**config.mk**
```make
export PLATFORM = sky130hd
export DESIGN_NAME = axi_mem_master
export DESIGN_NICKNAME = d
export VERILOG_FILES = /design/src/rtl/axi_mem_master.sv
export SDC_FILE = /design/constraint.sdc
export NUM_CORES = 1
export LEC_CHECK = 0
export ABC_AREA = 1
export CORE_MARGIN = 5
export CORE_UTILIZATION = 37
export DETAILED_ROUTE_END_ITERATION = 6
export GPL_TIMING_DRIVEN = 0
export MAX_ROUTING_LAYER = met4
export PLACE_DENSITY = 0.87
export SYNTH_ARGS = -nofsm -noshare
export SYNTH_HDL_FRONTEND = slang
export SYNTH_SLANG_ARGS = --single-unit
export TNS_END_PERCENT = 1
```
**constraint.sdc**
```tcl
create_clock -name ACLK -period 3.3 [get_ports ACLK]
set_clock_uncertainty 0.1 [all_clocks]
set_input_delay 0.99 -clock ACLK [delete_from_list [all_inputs] [get_ports ACLK]]
set_output_delay 0.99 -clock ACLK [all_outputs]
set_load 0.005 [all_outputs]
```
**src/rtl/axi_mem_master.sv**
```systemverilog
// axi_mem_master
// Bridges a simple core memory request (one read burst or one single-beat
// write) onto AXI4. Only one transaction is in flight at a time.
//
// Ports
//   ACLK, ARESETn        clock (rising edge), async active-low reset
//   c_req/c_we/c_addr/c_wdata/c_wstrb   core request, held until c_ready
//   c_ready              request accepted when c_req & c_ready
//   c_rvalid/c_rdata/c_rlast            read beats returned to the core
//   c_done/c_err         one-cycle completion pulse and its error status
//   AR/R/AW/W/B          AXI4 master channels
//   dbg_state            current FSM state, for observation only
//
// Handshake semantics (all AXI channels): a transfer happens on a rising
// edge where VALID & READY are both high. Every VALID driven here is decoded
// from registered state only, so it never depends on READY, and once raised
// it stays high with a stable payload until its READY is seen.
module axi_mem_master #(
  parameter int              ID_W = 4,
  parameter logic [ID_W-1:0] MID  = '0,
  parameter logic [3:0]      RLEN = 4'd0
) (
  input  logic            ACLK,
  input  logic            ARESETn,
  input  logic            c_req,
  input  logic            c_we,
  input  logic [31:0]     c_addr,
  input  logic [31:0]     c_wdata,
  input  logic [3:0]      c_wstrb,
  output logic            c_ready,
  output logic            c_rvalid,
  output logic [31:0]     c_rdata,
  output logic            c_rlast,
  output logic            c_done,
  output logic            c_err,
  output logic [ID_W-1:0] ARID,
  output logic [31:0]     ARADDR,
  output logic [3:0]      ARLEN,
  output logic [2:0]      ARSIZE,
  output logic [1:0]      ARBURST,
  output logic            ARVALID,
  input  logic            ARREADY,
  input  logic [ID_W-1:0] RID,
  input  logic [31:0]     RDATA,
  input  logic [1:0]      RRESP,
  input  logic            RLAST,
  input  logic            RVALID,
  output logic            RREADY,
  output logic [ID_W-1:0] AWID,
  output logic [31:0]     AWADDR,
  output logic [3:0]      AWLEN,
  output logic [2:0]      AWSIZE,
  output logic [1:0]      AWBURST,
  output logic            AWVALID,
  input  logic            AWREADY,
  output logic [31:0]     WDATA,
  output logic [3:0]      WSTRB,
  output logic            WLAST,
  output logic            WVALID,
  input  logic            WREADY,
  input  logic [ID_W-1:0] BID,
  input  logic [1:0]      BRESP,
  input  logic            BVALID,
  output logic            BREADY,
  output logic [2:0]      dbg_state
);

  typedef enum logic [2:0] {
    ST_IDLE  = 3'd0,
    ST_RADDR = 3'd1,
    ST_RDATA = 3'd2,
    ST_WRITE = 3'd3,
    ST_WRESP = 3'd4
  } state_t;

  state_t      state_q, state_d;
  logic [31:0] addr_q;
  logic [31:0] wdata_q;
  logic [3:0]  wstrb_q;
  logic        err_q;
  logic [3:0]  beat_cnt;
  logic        aw_done;
  logic        w_done;
  logic        done_q;

  logic accept;
  logic ar_hs, r_hs, aw_hs, w_hs, b_hs;
  logic cnt_hit;
  logic r_end;

  // IDs are not checked; keep them visibly consumed.
  logic unused_ids;
  assign unused_ids = ^{RID, BID};

  // Static AXI fields.
  assign ARID    = MID;
  assign AWID    = MID;
  assign ARLEN   = RLEN;
  assign AWLEN   = 4'd0;
  assign ARSIZE  = 3'b010;
  assign AWSIZE  = 3'b010;
  assign ARBURST = 2'b01;
  assign AWBURST = 2'b01;
  assign WLAST   = 1'b1;

  assign ARADDR = addr_q;
  assign AWADDR = addr_q;
  assign WDATA  = wdata_q;
  assign WSTRB  = wstrb_q;

  assign accept = c_req & (state_q == ST_IDLE);
  assign ar_hs  = ARVALID & ARREADY;
  assign r_hs   = RREADY & RVALID;
  assign aw_hs  = AWVALID & AWREADY;
  assign w_hs   = WVALID & WREADY;
  assign b_hs   = BREADY & BVALID;

  // The burst ends on whichever comes first: RLAST from the slave or the
  // local beat count reaching the programmed length.
  assign cnt_hit = (beat_cnt == RLEN);
  assign r_end   = r_hs & (RLAST | cnt_hit);

  assign c_done    = done_q;
  assign c_err     = done_q & err_q;
  assign dbg_state = state_q;

  always_ff @(posedge ACLK or negedge ARESETn) begin
    if (!ARESETn) begin
      state_q  <= ST_IDLE;
      addr_q   <= '0;
      wdata_q  <= '0;
      wstrb_q  <= '0;
      err_q    <= 1'b0;
      beat_cnt <= '0;
      aw_done  <= 1'b0;
      w_done   <= 1'b0;
      done_q   <= 1'b0;
    end else begin
      state_q <= state_d;
      done_q  <= r_end | b_hs;
      if (accept) begin
        addr_q   <= c_addr;
        wdata_q  <= c_wdata;
        wstrb_q  <= c_wstrb;
        err_q    <= 1'b0;
        beat_cnt <= '0;
        aw_done  <= 1'b0;
        w_done   <= 1'b0;
      end
      if (r_hs) begin
        beat_cnt <= beat_cnt + 4'd1;
        // A bad response or a length disagreement both flag the burst.
        if ((RRESP != 2'b00) || (RLAST != cnt_hit)) begin
          err_q <= 1'b1;
        end
      end
      if (aw_hs) begin
        aw_done <= 1'b1;
      end
      if (w_hs) begin
        w_done <= 1'b1;
      end
      if (b_hs && (BRESP != 2'b00)) begin
        err_q <= 1'b1;
      end
    end
  end

  always_comb begin
    state_d  = state_q;
    c_ready  = 1'b0;
    ARVALID  = 1'b0;
    RREADY   = 1'b0;
    AWVALID  = 1'b0;
    WVALID   = 1'b0;
    BREADY   = 1'b0;
    c_rvalid = 1'b0;
    c_rdata  = '0;
    c_rlast  = 1'b0;
    case (state_q)
      ST_IDLE: begin
        c_ready = 1'b1;
        if (c_req) begin
          state_d = c_we ? ST_WRITE : ST_RADDR;
        end
      end
      ST_RADDR: begin
        ARVALID = 1'b1;
        if (ar_hs) begin
          state_d = ST_RDATA;
        end
      end
      ST_RDATA: begin
        RREADY   = 1'b1;
        c_rvalid = RVALID;
        c_rdata  = RVALID ? RDATA : '0;
        c_rlast  = RVALID & RLAST;
        if (r_end) begin
          state_d = ST_IDLE;
        end
      end
      ST_WRITE: begin
        AWVALID = ~aw_done;
        WVALID  = ~w_done;
        // Either channel may complete first, or both in the same cycle.
        if ((aw_done | aw_hs) && (w_done | w_hs)) begin
          state_d = ST_WRESP;
        end
      end
      ST_WRESP: begin
        BREADY = 1'b1;
        if (b_hs) begin
          state_d = ST_IDLE;
        end
      end
      default: begin
        state_d = ST_IDLE;
      end
    endcase
  end

endmodule
```
==> run_results.csv, run 1 <==
group,metric,value,unit
global_routing,grt_pass1_wl,21800,um
layout,final.fill_count,846,
global_routing,grt_max_degree,45,
power_and_ir_drop,total_power,5730,uW
detailed_routing,drtPass1Iterations,4,
synthesis,yosys.cell_types.count,29,
power_and_ir_drop,powerDensity,816,mW/mm2
sta,final_max_slew_viol_count,0,
die,die-area,0.0128,mm2
layout,syn_to_final_growth,78.3,%
die,die_w,113,um
power_and_ir_drop,power.leakage,0.00354,uW
detailed_routing,vias_per_cell,4.45,
worst_setup_path,cp.required,2.21,ns
clock_tree,clkTransAtPathRegs,0.08,ns
worst_setup_path,cp.buffers_inverters,2,
job,cap_violations,0,
worst_setup_path,r2r_cells,7,
clock_tree,clock-sinks,79,
clock_tree,cts-root-buf,"clkbuf_8",
worst_setup_path,cp_slowest_cell,"clkdlybuf4s50_1",
place,dpl.hpwl,11500,um
detailed_routing,wire_per_inst,15.0,um
clock_tree,cts_setup_buffers,0,
sta,hold_violations,0,
sta,final.setup.tns,0,ns
layout,layout-drive-gt1-share,0.122,
worst_hold_path,min_from,"WDATA[19]",
worst_setup_path,crit_type,"in -> out",
detailed_routing,vias,4181,
global_routing,grt_pass1_vias,4373,
worst_setup_path,worst_path_most_repeated_cell,"clkdlybuf4s50_1",
sta,finalCritPeriodShare,0.981,
sta,setup_viol,0,
die,coreArea,0.0104,mm2
worst_setup_path,slowest_delay,0.52,ns
sta,fin_crit,3.24,ns
place,gp_congestion,0.851,
sta,slew-limit-headroom,0.647,
clock_tree,clkLatencyLatePin,0.33,ns
synthesis,synth_area,0.00394,mm2
synthesis,syn_inst,505,
detailed_routing,initialDrtViolationCount,183,
layout,seq_area,0.00198,mm2
sta,tightest_slew,0.530,ns
layout,final_util,0.677,
synthesis,postSynthAreaPerCell,7.80,um2
place,port-buffer-count,257,
layout,multi_input_area,0.00143,mm2
clock_tree,cts-htree-levels,3,
worst_setup_path,rrSetupSlack,1.60,ns
global_routing,antenna_found_initial,1,
die,std_cell_rows,37,
synthesis,yosysWarnings,0,
worst_setup_path,cp.arrival,2.15,ns
layout,final_nets,924,
worst_setup_path,crit_path_end_kind,"output pin",
worst_setup_path,path_cells,"clkdlybuf4s50_1, nand2_1, nor2_1, clkdlybuf4s50_1",
die,die_h,113,um
die,pin_count,294,
sta,worst_slack,0.0637,ns
worst_setup_path,cp_top_family,"buffers and inverters",
worst_hold_path,min_path_type,"reg -> reg",
worst_hold_path,whs_path_depth,2,
global_routing,gr-total-overflow,0,
sta,clock.fmax,0.309,GHz
power_and_ir_drop,ir_drop,0.462,mV
clock_tree,clockBufferDepth,2,
clock_tree,cts_tree,"yes",
worst_setup_path,reg2reg_from,"dbg_state[1]",
status,run_status,"completed",
worst_setup_path,r2r_end,"ARADDR[2]",
sta,rsz0062_at_grt,"no",
clock_tree,cts_buffers,9,
synthesis,ys_seq_elements,79,
detailed_routing,drc,0,
worst_hold_path,hold_end,"WDATA[19]",
synthesis,synth_seq_area_share,0.502,
place,pre_cts_ws,-0.218,ns
detailed_routing,wl,14100,um
worst_setup_path,worst-path-max-fanout,1,
worst_setup_path,critPathLaunchType,"input port",
detailed_routing,ant_nets,0,
die,initial_core_util,0.380,
global_routing,grt_usage,0.220,
## layout make-up
cell class                      instances  area share
Clock buffer                            9      0.0176
Inverter                               19      0.0102
Timing Repair Buffer                  258       0.370
Multi-Input combinational cell        350       0.204
Antenna cell                            1    0.000356
Tap cell                              136      0.0242
Buffer                                 82      0.0803
Sequential cell                        79       0.281
Clock inverter                          5      0.0119
## repair_timing
| action | CTS | global route |
|---|---|---|
| hold buffers | 0 | 0 |
| gates resized for setup | 5 | 12 |
| setup endpoints to repair | 31 | 23 |
## cells by family (layout without fill, tap and decap cells)
logic type | Yosys count | count (layout) | synth area share
buffers and inverters | 101 | 373 | 0.159
other | 2 | 28 | 0.00191
and+or+nand+nor | 307 | 307 | 0.307
AOI/OAI and AO/OA | 12 | 12 | 0.0187
adders and majority gates | 3 | 3 | 0.00952
DFF | 79 | 79 | 0.502
xor gates and xnor gates | 1 | 1 | 0.00222
## per-layer routing
layer,vias to the layer above,track usage,part of all wire
met2,196,0.400,0.53
met3,25,0.0588,0.084
met5,-,-,0
li1,2020,-,-
met1,1940,0.226,0.36
met4,0,0.0801,0.023
## worst max-delay path by stage
stage                          from          end  cells after the start
after CTS                 RDATA[15]  c_rdata[15]                      4
after detailed placement     RVALID  c_rdata[15]                      5
final                     RDATA[18]  c_rdata[18]                      4
after global placement      ARESETn    ARADDR[8]                      1
after global routing      RDATA[22]  c_rdata[22]                      4
after floorplan              RVALID   c_rdata[0]                      4
## flip-flops by register name, indices dropped and copies added, names as in the netlist
register	flops
beat_cnt	4
w_done	1
WSTRB	4
ARADDR	32
aw_done	1
c_done	1
dbg_state	3
err_q	1
WDATA	32
## worst min-delay path: stages, from the launching register on
cell and delay [ns]:
dfrtp_1 0.35, nand2_1 0.05, nand2_1 0.05
## Yosys cell counts
cell type    n  area (um2)
dfrtp_1     79        1980
nor2_4       1        11.3
nor3_1       2        10.0
nand4_1      1        6.26
o22ai_1      1        6.26
inv_1       18        67.6
inv_2        1        3.75
nor2_1      39         146
conb_1       2        7.51
o31ai_1      2        15.0
nor4_1       1        6.26
buf_4       60         450
o21ai_1      1        5.00
buf_2        6        30.0
clkbuf_1    14        52.6
a21oi_1      1        5.00
nand3b_1     1        7.51
or2_2        1        6.26
o21ai_0      4        20.0
nand2_1    250         938
buf_6        2        22.5
nand2_4      1        11.3
xnor2_1      1        8.76
nor3_4       1        16.3
nand3_2      1        10.0
nand3_1      8        40.0
o211ai_1     1        7.51
o21bai_1     2        15.0
ha_1         3        37.5
## metrics by stage
step	instances	cell area [um2]	hold WS (ns)
2_1_floorplan	530	4040	0.357
3_3_place_gp	923	6780	0.361
3_5_place_dp	924	6800	0.364
4_1_cts	938	7010	0.387
5_1_grt	939	7030	0.410
6_report	939	7030	0.385
## cell usage in the layout (no fill, tap or decap), types with 2 or more instances in the layout
cell type / n
dlymetal6s2s_1: 4
o31ai_1: 2
buf_4: 61
ha_1: 3
nand3_1: 8
buf_2: 7
o21ai_0: 4
buf_6: 2
nor2_1: 38
inv_1: 18
clkdlybuf4s50_1: 251
clkbuf_1: 7
clkinvlp_4: 2
clkbuf_8: 9
dfrtp_1: 79
o21bai_1: 2
bufinv_16: 2
nor3_1: 2
conb_1: 27
clkbuf_2: 6
nand2_1: 250
## where the power goes
part	total [uW]	internal [uW]	switching [uW]
Combinational	3200	1900	1310
Clock	770	421	350
Sequential	1760	1430	332
Power figures use the tool's default switching activity.
==> run 2, diff against run 1 <==
--- a/config.mk
+++ b/config.mk
@@ -8,10 +8,12 @@
 export ABC_AREA = 1
 export CORE_MARGIN = 5
 export CORE_UTILIZATION = 37
+export CTS_CLUSTER_DIAMETER = 60
+export CTS_CLUSTER_SIZE = 24
 export DETAILED_ROUTE_END_ITERATION = 6
 export GPL_TIMING_DRIVEN = 0
 export MAX_ROUTING_LAYER = met4
-export PLACE_DENSITY = 0.87
+export PLACE_DENSITY_LB_ADDON = 0.12
 export SYNTH_ARGS = -nofsm -noshare
 export SYNTH_HDL_FRONTEND = slang
 export SYNTH_SLANG_ARGS = --single-unit
==> run 2 against run 1 <==
Net effect:
- die area unchanged
- routed wire length is 2.8% lower
- register-to-register slack lost 0.02 ns
- critical path depth stayed put
- largest power group unchanged
- clock-buffer cell count unchanged
- flip-flop and latch count did not move
==> run_results.csv, run 2 (same netlist as run 1, synthesis figures left out) <==
group,metric,value,unit
clock_tree,clkTransAtPathRegs,0.08,ns
global_routing,grt_pass1_wl,21100,um
worst_setup_path,rrSetupSlack,1.58,ns
clock_tree,clock-sinks,79,
place,port-buffer-count,257,
global_routing,grt_pass1_vias,4020,
clock_tree,cts_buffers,9,
job,cap_violations,0,
die,die-area,0.0128,mm2
worst_setup_path,slowest_delay,0.53,ns
sta,hold_violations,0,
die,std_cell_rows,37,
clock_tree,cts-root-buf,"clkbuf_8",
die,pin_count,294,
worst_hold_path,whs_path_depth,2,
status,run_status,"completed",
worst_setup_path,worst-path-max-fanout,1,
worst_setup_path,cp.buffers_inverters,2,
worst_setup_path,crit_type,"in -> out",
worst_setup_path,crit_path_end_kind,"output pin",
worst_setup_path,r2r_cells,7,
power_and_ir_drop,total_power,5810,uW
detailed_routing,wl,13700,um
detailed_routing,vias_per_cell,4.34,
worst_setup_path,cp.arrival,2.17,ns
worst_setup_path,worst_path_most_repeated_cell,"clkdlybuf4s50_1",
layout,mostFrequentLayoutCells,"clkdlybuf4s50_1, nand2_1, dfrtp_1",
global_routing,grt_usage,0.213,
sta,tightest_slew,0.523,ns
global_routing,gr-total-overflow,0,
place,gp_congestion,0.836,
clock_tree,cts-htree-levels,3,
worst_setup_path,path_depth,4,
worst_setup_path,cp_slowest_cell,"clkdlybuf4s50_1",
layout,stdcell_area,0.00707,mm2
die,initial_core_util,0.380,
place,dpl.hpwl,11100,um
global_routing,antenna_found_initial,0,
place,dpl_cell_area,0.00680,mm2
sta,slew-limit-headroom,0.651,
power_and_ir_drop,powerDensity,822,mW/mm2
clock_tree,cts_tree,"yes",
layout,final_nets,927,
worst_hold_path,min_path_type,"reg -> reg",
detailed_routing,drc,0,
sta,rsz0062_at_grt,"no",
detailed_routing,initialDrtViolationCount,173,
sta,clock.fmax,0.307,GHz
detailed_routing,wire_per_inst,14.6,um
layout,final_common_cell,"clkdlybuf4s50_1",
clock_tree,clockBufferDepth,2,
detailed_routing,ant_nets,0,
sta,finalCritPeriodShare,0.986,
layout,diodes,0,
die,die_h,113,um
clock_tree,clkLatencyLatePin,0.35,ns
worst_setup_path,cp.required,2.21,ns
die,die_w,113,um
layout,layout-drive-gt1-share,0.128,
layout,syn_to_final_growth,79.3,%
sta,final_max_slew_viol_count,0,
power_and_ir_drop,power.leakage,0.00350,uW
die,coreArea,0.0104,mm2
worst_setup_path,critPathLaunchType,"input port",
power_and_ir_drop,ir_drop,0.435,mV
clock_tree,hold_buffers,0,
detailed_routing,vias,4093,
worst_setup_path,path_cells,"clkdlybuf4s50_1, nand2_1, nor2_1, clkdlybuf4s50_1",
sta,fin_crit,3.26,ns
sta,setup_viol,0,
detailed_routing,drtPass1Iterations,4,
worst_setup_path,cp_top_family,"buffers and inverters",
global_routing,grt_max_degree,43,
## run 2: cell count changes in the layout (fill, tap and decap cells not counted), moves of 3 or more
| cell | change |
|---|---|
| dlymetal6s2s_1 | -4 |
| clkdlybuf4s50_1 | +5 |
| inv_8 | +3 |
| buf_4 | +3 |
## run 2: final timing paths
path / start / end
worst min register to register: WSTRB[0] / WSTRB[0]
max in group asynchronous: ARESETn / dbg_state[2]
worst max-delay path: RDATA[4] / c_rdata[4]
worst min-delay path: WSTRB[0] / WSTRB[0]
worst max register to register: dbg_state[1] / ARADDR[5]
min in group asynchronous: ARESETn / WDATA[10]
## run 2: layer usage
metal | vias to the layer above | global-route usage | wire (um)
met5 | - | - | 0
met4 | 0 | 0.0473 | 189
met3 | 18 | 0.0663 | 1110
met2 | 183 | 0.376 | 7140
met1 | 1866 | 0.236 | 5280
li1 | 2026 | - | -
## run 2: power breakdown
| part | leakage [uW] | internal (uW) | switching [uW] |
|---|---|---|---|
| registers | 0.000990 | 1420 | 327 |
| clock network | 0.000116 | 445 | 407 |
| logic | 0.00239 | 1920 | 1290 |
## run 2: layout make-up
class | count | area (um2)
Buffer | 82 | 564
Clock buffer | 9 | 124
Clock inverter | 7 | 110
Fill cell | 897 | 3300
Inverter | 19 | 71.3
Multi-Input combinational cell | 350 | 1440
Sequential cell | 79 | 1980
Tap cell | 136 | 170
Timing Repair Buffer | 261 | 2610
## run 2: metrics by stage
step | TNS [ns] | utilization | std cells | setup slack (ns) | hold slack, ns
after floorplan | 0 | - | 530 | 0.558 | 0.357
after global placement | -135.17 | 0.654 | 923 | -1.68 | 0.361
after detailed placement | -3.80 | 0.655 | 924 | -0.172 | 0.364
after CTS | 0 | 0.678 | 940 | 0.0191 | 0.387
after global routing | 0 | 0.682 | 943 | 0.00583 | 0.418
final | 0 | 0.682 | 943 | 0.0448 | 0.384
## run 2: tightest hold or removal path, delay by kind of cell (launching register included)
family | cells | cell delay, ns
AND/OR/NAND/NOR | 2 | 0.11
flip-flops | 1 | 0.35
## run 2: what timing repair did
| action | CTS | global route |
|---|---|---|
| pin swaps | 0 | 1 |
| setup buffers | 0 | 3 |
| endpoints found under the setup margin | 31 | 31 |
| gates resized for setup | 4 | 9 |
